File: config.mk
export PLATFORM = sky130hd
export DESIGN_NAME = tpu_tile_sequencer
export DESIGN_NICKNAME = d
export VERILOG_FILES = /design/src/rtl/tpu_pkg.sv /design/src/rtl/tpu_tag_delay.sv /design/src/rtl/tpu_tile_sequencer.sv
export SDC_FILE = /design/constraint.sdc
export NUM_CORES = 1
export LEC_CHECK = 0
export CELL_PAD_IN_SITES_DETAIL_PLACEMENT = 0
export CELL_PAD_IN_SITES_GLOBAL_PLACEMENT = 1
export CORE_AREA = 2 2 222 224
export DETAILED_ROUTE_END_ITERATION = 16
export DIE_AREA = 0 0 224 226
export GPL_TIMING_DRIVEN = 0
export PLACE_DENSITY = 0.8
export SLEW_MARGIN = 30
export SYNTH_ARGS = -nofsm -noshare
export SYNTH_HDL_FRONTEND = slang
export SYNTH_HIERARCHICAL = 1
export SYNTH_SLANG_ARGS = --single-unit
File: constraint.sdc
create_clock -name clk -period 3.4 [get_ports clk]
set_input_delay 0.34 -clock clk [delete_from_list [all_inputs] [get_ports clk]]
set_output_delay 0.34 -clock clk [all_outputs]
set_load 0.01 [all_outputs]
File: src/rtl/tpu_pkg.sv
// ---------------------------------------------------------------------------
// tpu_pkg
// Shared definitions for the TPU tile sequencer slice.
//   - seq_state_e   : sequencer FSM state encoding
//   - TPU_* consts  : default datapath widths and pipeline latency
// Optional feature macro used by tpu_tile_sequencer: TPU_SEQ_PERF_EN.
// ---------------------------------------------------------------------------
package tpu_pkg;

  localparam int unsigned TPU_MATRIX_SIZE    = 8;
  localparam int unsigned TPU_NUM_PE_ROWS    = 8;
  localparam int unsigned TPU_ADDRESSSIZE    = 10;
  localparam int unsigned TPU_PARTIAL_SUM_BW = 19;
  localparam int unsigned TPU_VEC_CNT_BW     = 10;
  localparam int unsigned TPU_TILE_CNT_BW    = 4;
  // Address issue to array output: skew across the matrix plus row depth.
  localparam int unsigned TPU_PIPE_LAT       = TPU_MATRIX_SIZE + TPU_NUM_PE_ROWS;

  typedef enum logic [2:0] {
    ST_IDLE   = 3'd0,
    ST_WAIT_W = 3'd1,
    ST_LOAD_W = 3'd2,
    ST_RELOAD = 3'd3,
    ST_STREAM = 3'd4,
    ST_DRAIN  = 3'd5,
    ST_DONE   = 3'd6
  } seq_state_e;

endpackage : tpu_pkg

File: src/rtl/tpu_tag_delay.sv
// ---------------------------------------------------------------------------
// tpu_tag_delay
// Fixed-depth shift register carrying {live, tile, vec} tags alongside the
// systolic array pipeline. The MSB of each entry is the live flag.
// Ports:
//   clk, rstn   : clock, asynchronous active-low reset
//   flush       : synchronous clear of every stage (wins over shifting)
//   din         : tag entering the pipe this cycle
//   dout        : tag leaving the pipe (issued DEPTH cycles earlier)
//   any_live    : some stage currently holds a live entry
// ---------------------------------------------------------------------------
module tpu_tag_delay #(
  parameter int unsigned WIDTH = 15,
  parameter int unsigned DEPTH = 16
) (
  input  logic             clk,
  input  logic             rstn,
  input  logic             flush,
  input  logic [WIDTH-1:0] din,
  output logic [WIDTH-1:0] dout,
  output logic             any_live
);

  logic [WIDTH-1:0] stage_q [DEPTH];

  always_ff @(posedge clk or negedge rstn) begin
    if (!rstn) begin
      for (int unsigned i = 0; i < DEPTH; i++) stage_q[i] <= '0;
    end else if (flush) begin
      for (int unsigned i = 0; i < DEPTH; i++) stage_q[i] <= '0;
    end else begin
      stage_q[0] <= din;
      for (int unsigned i = 1; i < DEPTH; i++) stage_q[i] <= stage_q[i-1];
    end
  end

  always_comb begin
    any_live = 1'b0;
    for (int unsigned i = 0; i < DEPTH; i++) any_live = any_live | stage_q[i][WIDTH-1];
  end

  assign dout = stage_q[DEPTH-1];

endmodule : tpu_tag_delay

File: src/rtl/tpu_tile_sequencer.sv
// ---------------------------------------------------------------------------
// tpu_tile_sequencer
// Runs a job of N weight tiles x M input vectors from one start pulse:
// per tile it pops the weight FIFO, pulses weight reload, streams M UB
// addresses, drains the array pipeline, and tags results with tile/vector.
// Ports:
//   clk, rstn                    : clock, asynchronous active-low reset
//   start, abort                 : job start (IDLE only) / synchronous cancel
//   cfg_base_addr/num_vectors/num_tiles : job config, latched on start
//   fifo_empty / fifo_read_enable: weight FIFO status / one-cycle pop
//   we_rl                        : one-cycle systolic weight reload
//   sram_address, valid_address  : UB read address and its issue strobe
//   array_result                 : systolic array output
//   res_valid/res_data/res_tile/res_vec : registered, tagged result row
//   busy, end_                   : FSM not idle / job-complete pulse
// Optional (TPU_SEQ_PERF_EN): perf_busy_cycles, perf_stall_cycles.
// ---------------------------------------------------------------------------
module tpu_tile_sequencer
  import tpu_pkg::*;
#(
  parameter int unsigned ADDRESSSIZE    = TPU_ADDRESSSIZE,
  parameter int unsigned NUM_PE_ROWS    = TPU_NUM_PE_ROWS,
  parameter int unsigned PARTIAL_SUM_BW = TPU_PARTIAL_SUM_BW,
  parameter int unsigned VEC_CNT_BW     = TPU_VEC_CNT_BW,
  parameter int unsigned TILE_CNT_BW    = TPU_TILE_CNT_BW,
  parameter int unsigned PIPE_LAT       = TPU_PIPE_LAT
) (
  input  logic                                  clk,
  input  logic                                  rstn,
  input  logic                                  start,
  input  logic                                  abort,
  input  logic [ADDRESSSIZE-1:0]                cfg_base_addr,
  input  logic [VEC_CNT_BW-1:0]                 cfg_num_vectors,
  input  logic [TILE_CNT_BW-1:0]                cfg_num_tiles,
  input  logic                                  fifo_empty,
  output logic                                  fifo_read_enable,
  output logic                                  we_rl,
  output logic [ADDRESSSIZE-1:0]                sram_address,
  output logic                                  valid_address,
  input  logic [PARTIAL_SUM_BW*NUM_PE_ROWS-1:0] array_result,
  output logic                                  res_valid,
  output logic [PARTIAL_SUM_BW*NUM_PE_ROWS-1:0] res_data,
  output logic [TILE_CNT_BW-1:0]                res_tile,
  output logic [VEC_CNT_BW-1:0]                 res_vec,
  output logic                                  busy,
  output logic                                  end_
`ifdef TPU_SEQ_PERF_EN
  ,
  output logic [31:0]                           perf_busy_cycles,
  output logic [31:0]                           perf_stall_cycles
`endif
);

  localparam int unsigned TAG_W = 1 + TILE_CNT_BW + VEC_CNT_BW;

  seq_state_e state_q, state_d;

  logic [ADDRESSSIZE-1:0] base_q;
  logic [VEC_CNT_BW-1:0]  nvec_q;
  logic [TILE_CNT_BW-1:0] ntile_q;
  logic [VEC_CNT_BW-1:0]  vec_q, vec_d;
  logic [TILE_CNT_BW-1:0] tile_q, tile_d;

  logic                   start_acc;
  logic                   flush;
  logic [TAG_W-1:0]       tag_in, tag_out;
  logic                   tag_live;
  logic                   tag_valid;

  logic                                  res_valid_q;
  logic [PARTIAL_SUM_BW*NUM_PE_ROWS-1:0] res_data_q;
  logic [TILE_CNT_BW-1:0]                res_tile_q;
  logic [VEC_CNT_BW-1:0]                 res_vec_q;

  assign start_acc = (state_q == ST_IDLE) && start;
  assign flush     = abort && (state_q != ST_IDLE);
  assign busy      = (state_q != ST_IDLE);

  // -------------------------------------------------------------------------
  // FSM next state and Moore outputs
  // -------------------------------------------------------------------------
  always_comb begin
    state_d          = state_q;
    vec_d            = vec_q;
    tile_d           = tile_q;
    fifo_read_enable = 1'b0;
    we_rl            = 1'b0;
    valid_address    = 1'b0;
    sram_address     = '0;
    end_             = 1'b0;

    unique case (state_q)
      ST_IDLE: begin
        if (start) begin
          state_d = ST_WAIT_W;
          vec_d   = '0;
          tile_d  = '0;
        end
      end
      ST_WAIT_W: begin
        // Zero-sized jobs are detected here, once the counts are latched.
        if ((nvec_q == '0) || (ntile_q == '0)) state_d = ST_DONE;
        else if (!fifo_empty)                  state_d = ST_LOAD_W;
      end
      ST_LOAD_W: begin
        fifo_read_enable = 1'b1;
        state_d          = ST_RELOAD;
      end
      ST_RELOAD: begin
        we_rl   = 1'b1;
        state_d = ST_STREAM;
      end
      ST_STREAM: begin
        valid_address = 1'b1;
        sram_address  = base_q + ADDRESSSIZE'(vec_q);
        if (vec_q == nvec_q - VEC_CNT_BW'(1)) state_d = ST_DRAIN;
        else                                  vec_d   = vec_q + VEC_CNT_BW'(1);
      end
      ST_DRAIN: begin
        if (!tag_live) begin
          if (tile_q < ntile_q - TILE_CNT_BW'(1)) begin
            tile_d  = tile_q + TILE_CNT_BW'(1);
            vec_d   = '0;
            state_d = ST_WAIT_W;
          end else begin
            state_d = ST_DONE;
          end
        end
      end
      ST_DONE: begin
        end_    = !abort;
        state_d = ST_IDLE;
      end
      default: state_d = ST_IDLE;
    endcase

    // Abort overrides any transition; the LOAD_W pop above still happens.
    if (flush) state_d = ST_IDLE;
  end

  always_ff @(posedge clk or negedge rstn) begin
    if (!rstn) begin
      state_q <= ST_IDLE;
      vec_q   <= '0;
      tile_q  <= '0;
    end else begin
      state_q <= state_d;
      vec_q   <= vec_d;
      tile_q  <= tile_d;
    end
  end

  // Config is frozen for the whole job.
  always_ff @(posedge clk or negedge rstn) begin
    if (!rstn) begin
      base_q  <= '0;
      nvec_q  <= '0;
      ntile_q <= '0;
    end else if (start_acc) begin
      base_q  <= cfg_base_addr;
      nvec_q  <= cfg_num_vectors;
      ntile_q <= cfg_num_tiles;
    end
  end

  // -------------------------------------------------------------------------
  // Tag pipeline and result capture
  // -------------------------------------------------------------------------
  assign tag_in = {valid_address, tile_q, vec_q};

  tpu_tag_delay #(
    .WIDTH (TAG_W),
    .DEPTH (PIPE_LAT)
  ) u_tag_delay (
    .clk      (clk),
    .rstn     (rstn),
    .flush    (flush),
    .din      (tag_in),
    .dout     (tag_out),
    .any_live (tag_live)
  );

  assign tag_valid = tag_out[TAG_W-1];

  always_ff @(posedge clk or negedge rstn) begin
    if (!rstn) begin
      res_valid_q <= 1'b0;
      res_data_q  <= '0;
      res_tile_q  <= '0;
      res_vec_q   <= '0;
    end else begin
      res_valid_q <= tag_valid && !flush;
      if (tag_valid && !flush) begin
        res_data_q <= array_result;
        res_tile_q <= tag_out[VEC_CNT_BW +: TILE_CNT_BW];
        res_vec_q  <= tag_out[VEC_CNT_BW-1:0];
      end
    end
  end

  assign res_valid = res_valid_q;
  assign res_data  = res_data_q;
  assign res_tile  = res_tile_q;
  assign res_vec   = res_vec_q;

`ifdef TPU_SEQ_PERF_EN
  logic [31:0] perf_busy_q, perf_stall_q;

  always_ff @(posedge clk or negedge rstn) begin
    if (!rstn) begin
      perf_busy_q  <= '0;
      perf_stall_q <= '0;
    end else if (start_acc) begin
      perf_busy_q  <= '0;
      perf_stall_q <= '0;
    end else begin
      if (busy) perf_busy_q <= perf_busy_q + 32'd1;
      if ((state_q == ST_WAIT_W) && fifo_empty) perf_stall_q <= perf_stall_q + 32'd1;
    end
  end

  assign perf_busy_cycles  = perf_busy_q;
  assign perf_stall_cycles = perf_stall_q;
`endif

endmodule : tpu_tile_sequencer

== After elaboration in Yosys (flattened, before gate mapping) ==
Cells that the tools add are included.
Cells by class
  reductions and logical operators: 15
  mux-type cells: 23
  equal/unequal tests: 15
  bitwise operators: 15
  order comparisons: 1
  add/sub/neg operators: 5
Operators with widths (number)
  $mux W240: 1
  $mux W10: 5
  $pmux W10 S3: 1
  $mux W3: 7
  $pmux W3 S6: 1
  $or A1 B1 Y1: 15
  $mux W4: 3
  $add A10 B1 Y10 const B: 1
  $add A10 B10 Y10: 1
  $eq A10 B10 Y1: 1
  $logic_not A10 Y1: 1
  $sub A10 B1 Y10 const B: 1
  $eq A3 B3 Y1 const B: 3
  $ne A3 B3 Y1 const B: 3
  $ne A2 B2 Y1 const B: 4
  $pmux W4 S2: 1
  $reduce_and A4 Y1: 2
  $eq A3 B2 Y1 const B: 2
  $reduce_bool A3 Y1: 2
  $reduce_and A5 Y1: 1
  $add A4 B1 Y4 const B: 1
  $logic_not A4 Y1: 1
  $lt A4 B4 Y1: 1
  $mux W1: 4
  other kinds (8): 11
Word-level totals
  input port bits: 181
  register bits: 448
  output and inout bits: 182
  logic and storage cells: 100

== Logic depth before layout (Yosys ltp) ==
Gate-level depths: netlist (run 1).
  depth in word-level cells: 18
  gate-level depth with buffers: 10
  gate-level depth less buffers: 10

== Hierarchy ==
The synthesis (run 1) kept the hierarchy.
By module, submodules not included
  tpu_tile_sequencer: sequential area each 5205.0 um^2, cells an instance 670, area each 9006.1 um^2, instances 1
  tpu_tag_delay: sequential area each 6005.8 um^2, cells an instance 526, area each 7776.2 um^2, instances 1

== Worst setup path before layout (run 1) ==
Ideal clock, no wire load.
  kind: register to output
  start: reg vec_q[0]
  end: out sram_address[8]
  slack: 0.905 ns
  data arrival time: 2.155 ns
  stages on the path, launching flop included: 10
  required time: 3.060 ns
  path buffers: 0
  cells stage by stage: dfrtp_1 > ha_1 > fa_1 > a21o_1 > a21oi_1 > nor2b_1 > o21a_1 > o41ai_1 > xor2_1 > nor2_1
Between the ends
  cells in the longest elaborated chain, start to end: 2
RTL lines
  from (decl): line tpu_tile_sequencer.sv:61  | logic [VEC_CNT_BW-1:0] vec_q, vec_d;
  from (signal assigned): line tpu_tile_sequencer.sv:148  | vec_q <= vec_d;
  $add A10 B10 Y10: line tpu_tile_sequencer.sv:115  | sram_address = base_q + ADDRESSSIZE'(vec_q);
  $mux W10: line tpu_tile_sequencer.sv:92  | unique case (state_q)
  to (decl): line tpu_tile_sequencer.sv:38  | output logic [ADDRESSSIZE-1:0] sram_address,
Every way passes these cells.

== Final worst setup path (run 1) ==
Same ends and word-level chain as after synthesis.

==> results of run 1 <==
## registers in the layout, indices dropped and copies added, names as in the netlist
name,count
state_q,3
res_valid,1
nvec_q,10
res_data,152
res_tile,4
u_tag_delay/dout,15
ntile_q,4
base_q,10
vec_q,10
u_tag_delay/stage_q,225
res_vec,10
tile_q,4
## Yosys cell counts (10+ instances only)
| cell | n | area share |
|---|---|---|
| a21oi_1 | 10 | 0.0030 |
| buf_2 | 36 | 0.011 |
| nor2b_1 | 247 | 0.092 |
| dfrtp_1 | 448 | 0.67 |
| clkbuf_1 | 22 | 0.0049 |
| ha_1 | 16 | 0.012 |
| o21ai_0 | 20 | 0.0060 |
| nor2_1 | 26 | 0.0058 |
| nor3_1 | 12 | 0.0036 |
| buf_4 | 16 | 0.0072 |
| mux2_2 | 185 | 0.12 |
| nand2_1 | 34 | 0.0076 |
## how the worst max path moves through the flow
stage                      end  slack (ns)  cells past startpoint       start
4_1_cts        sram_address[8]       -0.03                     10    vec_q[0]
3_5_place_dp       res_data[8]        0.18                      9  state_q[1]
6_report       sram_address[8]        0.14                     10    vec_q[0]
2_1_floorplan  sram_address[8]        0.90                      9    vec_q[0]
3_3_place_gp     res_data[101]      -17.09                      1        rstn
5_1_grt        sram_address[8]       0.005                     10    vec_q[0]
## layout make-up
type / instances / area [um^2]
Fill cell: 4294 / 25400
Sequential cell: 448 / 11200
Multi-Input combinational cell: 662 / 5180
Timing Repair Buffer: 370 / 3780
Clock buffer: 65 / 1310
Tap cell: 622 / 778
Buffer: 76 / 395
Clock inverter: 22 / 255
Inverter: 9 / 33.8
## timing repair
item	4_1_cts	5_1_grt
setup buffers	3	0
hold endpoints to repair	65	0
hold buffers	1	0
pin swaps	0	2
resized for setup	10	16
endpoints found under the setup margin	10	9
## worst max-delay path, stage by stage (launching register included)
cell,delay (ns)
dfrtp_2,0.43
ha_2,0.20
fa_2,0.35
a21o_1,0.18
a21oi_2,0.15
nor2b_1,0.08
o21a_1,0.20
o41ai_2,0.37
xor2_1,0.20
nor2_1,0.06
clkbuf_2,0.13
## metal layers
layer / track usage / vias up / part of all wire
met4: 0.0415 / 2 / 0.022
met5: 0 / - / 0.00029
met3: 0.0422 / 71 / 0.069
met2: 0.273 / 317 / 0.52
li1: - / 4824 / -
met1: 0.170 / 5203 / 0.39
## power groups by stage
stage | clock network, uW | registers, uW | logic [uW]
after detailed placement | 0 | 6050 | 2450
after global routing | 5490 | 5990 | 2770
after CTS | 5260 | 5940 | 2520
after global placement | 0 | 6050 | 2370
after floorplan | 0 | 5970 | 1500
final | 5080 | 5940 | 2500
## through the flow
step	total power, uW	utilization	hold WS [ns]
finish	13500	0.475	0.150
global route	14200	0.475	0.144
CTS	13700	0.474	0.102
detailed placement	8510	0.441	0.346
global placement	8420	0.438	0.441
floorplan	7480	-	0.0444
## kinds of logic (layout without fill, tap and decap cells)
family                     count (synthesis)  count (layout)  share of synthesized area
muxes                                    187             187                      0.125
adders and majority gates                 18              18                     0.0137
buffers and inverters                     86             542                     0.0255
xor gates and xnor gates                  18              18                    0.00939
and+or+nand+nor                          369             369                      0.129
DFF                                      448             448                      0.668
AOI/OAI and AO/OA                         70              70                     0.0294
==> flow_summary.json, run 1 <==
{
  "portBuffers": 361,
  "reg2reg_slack_ns": 0.31,
  "clkPwrFrac": 0.376,
  "tightest_slew_ns": 0.986,
  "path_class": "reg2out",
  "cts_tree": "built",
  "wl_per_cell_um": 16.8,
  "cp_max_fo": 2,
  "grt_pass1_vias": 10806,
  "clockRootBuffer": "clkbuf_16",
  "ant_nets": 0,
  "hold_class": "in2reg",
  "status": "completed",
  "track_usage": 0.149,
  "slew_headroom": 0.343,
  "synth_async_sr_flop_share": 1.00,
  "drc": 0,
  "layout.cells.most_common_list": "446 x dfrtp_1, 356 x clkdlybuf4s50_1, 246 x nor2b_1",
  "dr_total_vias": 10417,
  "die_w_um": 224,
  "hpwl_um": 27600,
  "die_y_um": 226,
  "finalSetupTns_ns": 0,
  "min-delay-start": "abort",
  "grt_max_degree": 88,
  "placementRows": 81,
  "maxCapViolCount": 0,
  "skew_ns": 0.0414,
  "final_area_um2": 23000,
  "dr.pass1.iters": 4,
  "synth-seq-cells": 448,
  "globalplace.congestion": 0.820,
  "io_pins": 363,
  "drive_above_1_share": 0.208,
  "antenna_found_initial": 1,
  "peakVddDrop_mv": 0.459,
  "dpl_cell_area_um2": 21300,
  "fin_cells": 2274,
  "vias_per_cell": 4.58,
  "rr_endpoint": "res_data[131]",
  "pre_cts_slack_ns": 0.178,
  "dieArea_um2": 50600,
  "final_nets": 1812,
  "combPwrFrac": 0.185,
  "slew_viol_final": 0,
  "setup_slack_ns": 0.145,
  "syn_inst": 1196,
  "start_util": 0.347,
  "holdPathEnd": "state_q[2]",
  "fmax_mhz": 307,
  "cp-end-kind": "output port",
  "synth_edf_count": 0,
  "coreArea_um2": 48300,
  "cp.required_ns": 3.06,
  "num_antenna_cells": 0,
  "ys.flop_type": "dfrtp_1",
  "reg2reg_depth": 8,
  "synth_nets": 1394,
  "ys_warn_count": 6,
  "power.internal_uw": 9690,
  "period_needed_ns": 3.26,
  "netlist_area_um2": 16800,
  "cellLeakagePower_uw": 0.0110,
  "hold_viol": 0,
  "cts_buffer_depth": 3,
  "routed_wl_um": 38100,
  "cp-start-kind": "flip-flop",
  "cts_buffers": 47,
  "htreeDepth": 2,
  "power_switching_uw": 3820,
  "dp_cells": 2184,
  "syn2layout_area_growth_pct": 36.8,
  "sw_frac_of_total": 0.283,
  "gr-total-overflow": 0,
  "setup_viol": 0,
  "hold_depth": 2,
  "yosysUniqueCellTypes": 60,
  "seq_area_frac_synth": 0.668,
  "avgSynthCellArea_um2": 14.0,
  "path_clk_slew_ns": 0.06,
  "dr.first_iter.drc_count": 439,
  "worst_skew_pair.late_latency_ns": 0.60,
  "arrival_ns": 2.92,
  "p_per_area_nw_per_um2": 589,
  "grt_pass1_wl_um": 59000,
  "p_seq_frac": 0.440,
  "numClockSinks": 448,
  "layout_commonest_cell": "dfrtp_1",
  "period_share": 0.957,
  "rsz0062_at_grt": "no",
  "r2r_start": "state_q[1]"
}
Power figures use the tool's default switching activity.
==> inputs of run 2 (changes only) <==
--- a/config.mk
+++ b/config.mk
@@ -11,7 +11,7 @@
 export DETAILED_ROUTE_END_ITERATION = 16
 export DIE_AREA = 0 0 224 226
 export GPL_TIMING_DRIVEN = 0
-export PLACE_DENSITY = 0.8
+export PLACE_DENSITY_LB_ADDON = 0.05
 export SLEW_MARGIN = 30
 export SYNTH_ARGS = -nofsm -noshare
 export SYNTH_HDL_FRONTEND = slang
==> run 2 against run 1 <==
First-iteration DRC count grew 4.6%; global-route usage grew 1.1 points; design area grew 0.84%; cell count grew 0.13%; die area is the same; highest routed layer is now met4; sequential power is essentially flat; critical path depth is the same; non-clock buffer count is the same; clock-buffer cell count grew 8.
==> flow_summary.json, run 2 (same netlist as run 1, synthesis figures left out) <==
{
  "grt_pass1_vias": 10265,
  "syn2layout_area_growth_pct": 37.9,
  "slew_headroom": 0.501,
  "ant_nets": 0,
  "status": "completed",
  "cp-start-kind": "flip-flop",
  "io_pins": 363,
  "period_needed_ns": 3.31,
  "cp-end-kind": "output port",
  "coreArea_um2": 48300,
  "final_area_um2": 23100,
  "fmax_mhz": 302,
  "die_y_um": 226,
  "reg2reg_slack_ns": 0.48,
  "slew_viol_final": 0,
  "dieArea_um2": 50600,
  "arrival_ns": 2.97,
  "hold_viol": 0,
  "dpl_cell_area_um2": 21300,
  "hold_class": "in2reg",
  "gr-total-overflow": 0,
  "cts_buffer_depth": 3,
  "min-delay-start": "abort",
  "globalplace.congestion": 0.773,
  "layout_commonest_cell": "dfrtp_1",
  "seqCellArea_um2": 11200,
  "largest_reg_flops": 225,
  "final_nets": 1814,
  "cts_tree": "built",
  "total_power_uw": 14000,
  "antenna_found_initial": 1,
  "die_w_um": 224,
  "dr_total_vias": 10250,
  "htreeDepth": 2,
  "layout.cells.most_common_list": "446 x dfrtp_1, 356 x clkdlybuf4s50_1, 245 x nor2b_1",
  "portBuffers": 361,
  "timing.hold.ws_ns": 0.127,
  "drive_above_1_share": 0.210,
  "start_util": 0.347,
  "hold_depth": 2,
  "grt_max_degree": 85,
  "tightest_slew_ns": 0.748,
  "cp.required_ns": 3.06,
  "placementRows": 81,
  "r2r_start": "ntile_q[0]",
  "wl_per_cell_um": 17.9,
  "cts_buffers": 49,
  "dp_cells": 2185,
  "hpwl_um": 30100,
  "period_share": 0.973,
  "cellLeakagePower_uw": 0.0111,
  "grt_pass1_wl_um": 61700,
  "path_class": "reg2out",
  "skew_ns": 0.0138,
  "path_clk_slew_ns": 0.06,
  "rr_endpoint": "tile_q[2]",
  "peakVddDrop_mv": 0.381,
  "fin_cells": 2277,
  "reg2reg_depth": 10,
  "multi_input_area_um2": 5190,
  "largest-register": "u_tag_delay/stage_q",
  "track_usage": 0.160,
  "numClockSinks": 448,
  "worst_skew_pair.late_latency_ns": 0.58,
  "vias_per_cell": 4.50,
  "drc": 0,
  "clockRootBuffer": "clkbuf_16",
  "dr.pass1.iters": 4,
  "p_per_area_nw_per_um2": 606,
  "routed_wl_um": 40800,
  "fill_cells": 4316,
  "maxCapViolCount": 0,
  "holdPathEnd": "state_q[2]",
  "cp_max_fo": 2,
  "rsz0062_at_grt": "yes",
  "setup_viol": 0,
  "dr.first_iter.drc_count": 459
}
## run 2: changes by cell type in the layout (fill, tap and decap cells not counted), sizes merged
cell          before  now
clkbuf            87   93
clkinv            15    9
clkinvlp           5    0
bufinv             2    6
buf               64   66
diode              0    1
dlygate4sd2        2    3
dlymetal6s2s       1    0
inv                9   10
## run 2: metrics by stage
| step | TNS, ns | worst slack (ns) | utilization |
|---|---|---|---|
| after floorplan | 0 | 0.905 | - |
| after global placement | -8164.29 | -18.29 | 0.438 |
| after detailed placement | 0 | 0.0843 | 0.442 |
| after CTS | 0 | 0.0103 | 0.478 |
| after global routing | -0.0526 | -0.0526 | 0.479 |
| final | 0 | 0.0916 | 0.479 |
## run 2: cell type report
type,instances,share of cell area
Sequential cell,448,0.484
Multi-Input combinational cell,662,0.224
Timing Repair Buffer,371,0.164
Clock buffer,73,0.0634
Tap cell,622,0.0336
Buffer,75,0.0169
Clock inverter,16,0.0112
Inverter,9,0.00146
Antenna cell,1,0.000108
## run 2: timing repair
action,in CTS,in global routing
endpoints found under the setup margin,11,137
hold buffers,1,0
endpoints found under the hold margin,50,0
resized for setup,14,12
pin swaps,0,4
setup buffers,1,2
## run 2: how the worst max path moves through the flow
stage	startpoint	endpoint	cells past startpoint
2_1_floorplan	vec_q[0]	sram_address[8]	9
3_3_place_gp	rstn	res_data[89]	1
3_5_place_dp	vec_q[0]	sram_address[8]	10
4_1_cts	vec_q[1]	sram_address[9]	9
5_1_grt	vec_q[0]	sram_address[8]	10
6_report	vec_q[0]	sram_address[8]	10
## run 2: power by group
part           leakage, uW  switching (uW)  internal, uW
Combinational      0.00409            1370          1120
Sequential         0.00620             295          5670
Clock             0.000854            2130          3440
## run 2: worst max-delay path: stages (launching register included)
cell	delay, ns
dfrtp_2	0.44
ha_4	0.17
fa_2	0.39
a21o_1	0.18
a21oi_2	0.17
nor2b_2	0.06
o21a_1	0.21
o41ai_2	0.38
xor2_1	0.18
nor2_1	0.06
clkbuf_2	0.14
## run 2: routing by layer
layer  GRT usage  up-vias  part of all wire
li1            -     4831                 -
met1       0.189     5102              0.39
met2       0.282      255              0.52
met3      0.0431       62             0.060
met4      0.0520        0             0.026
met5           0        -                 0
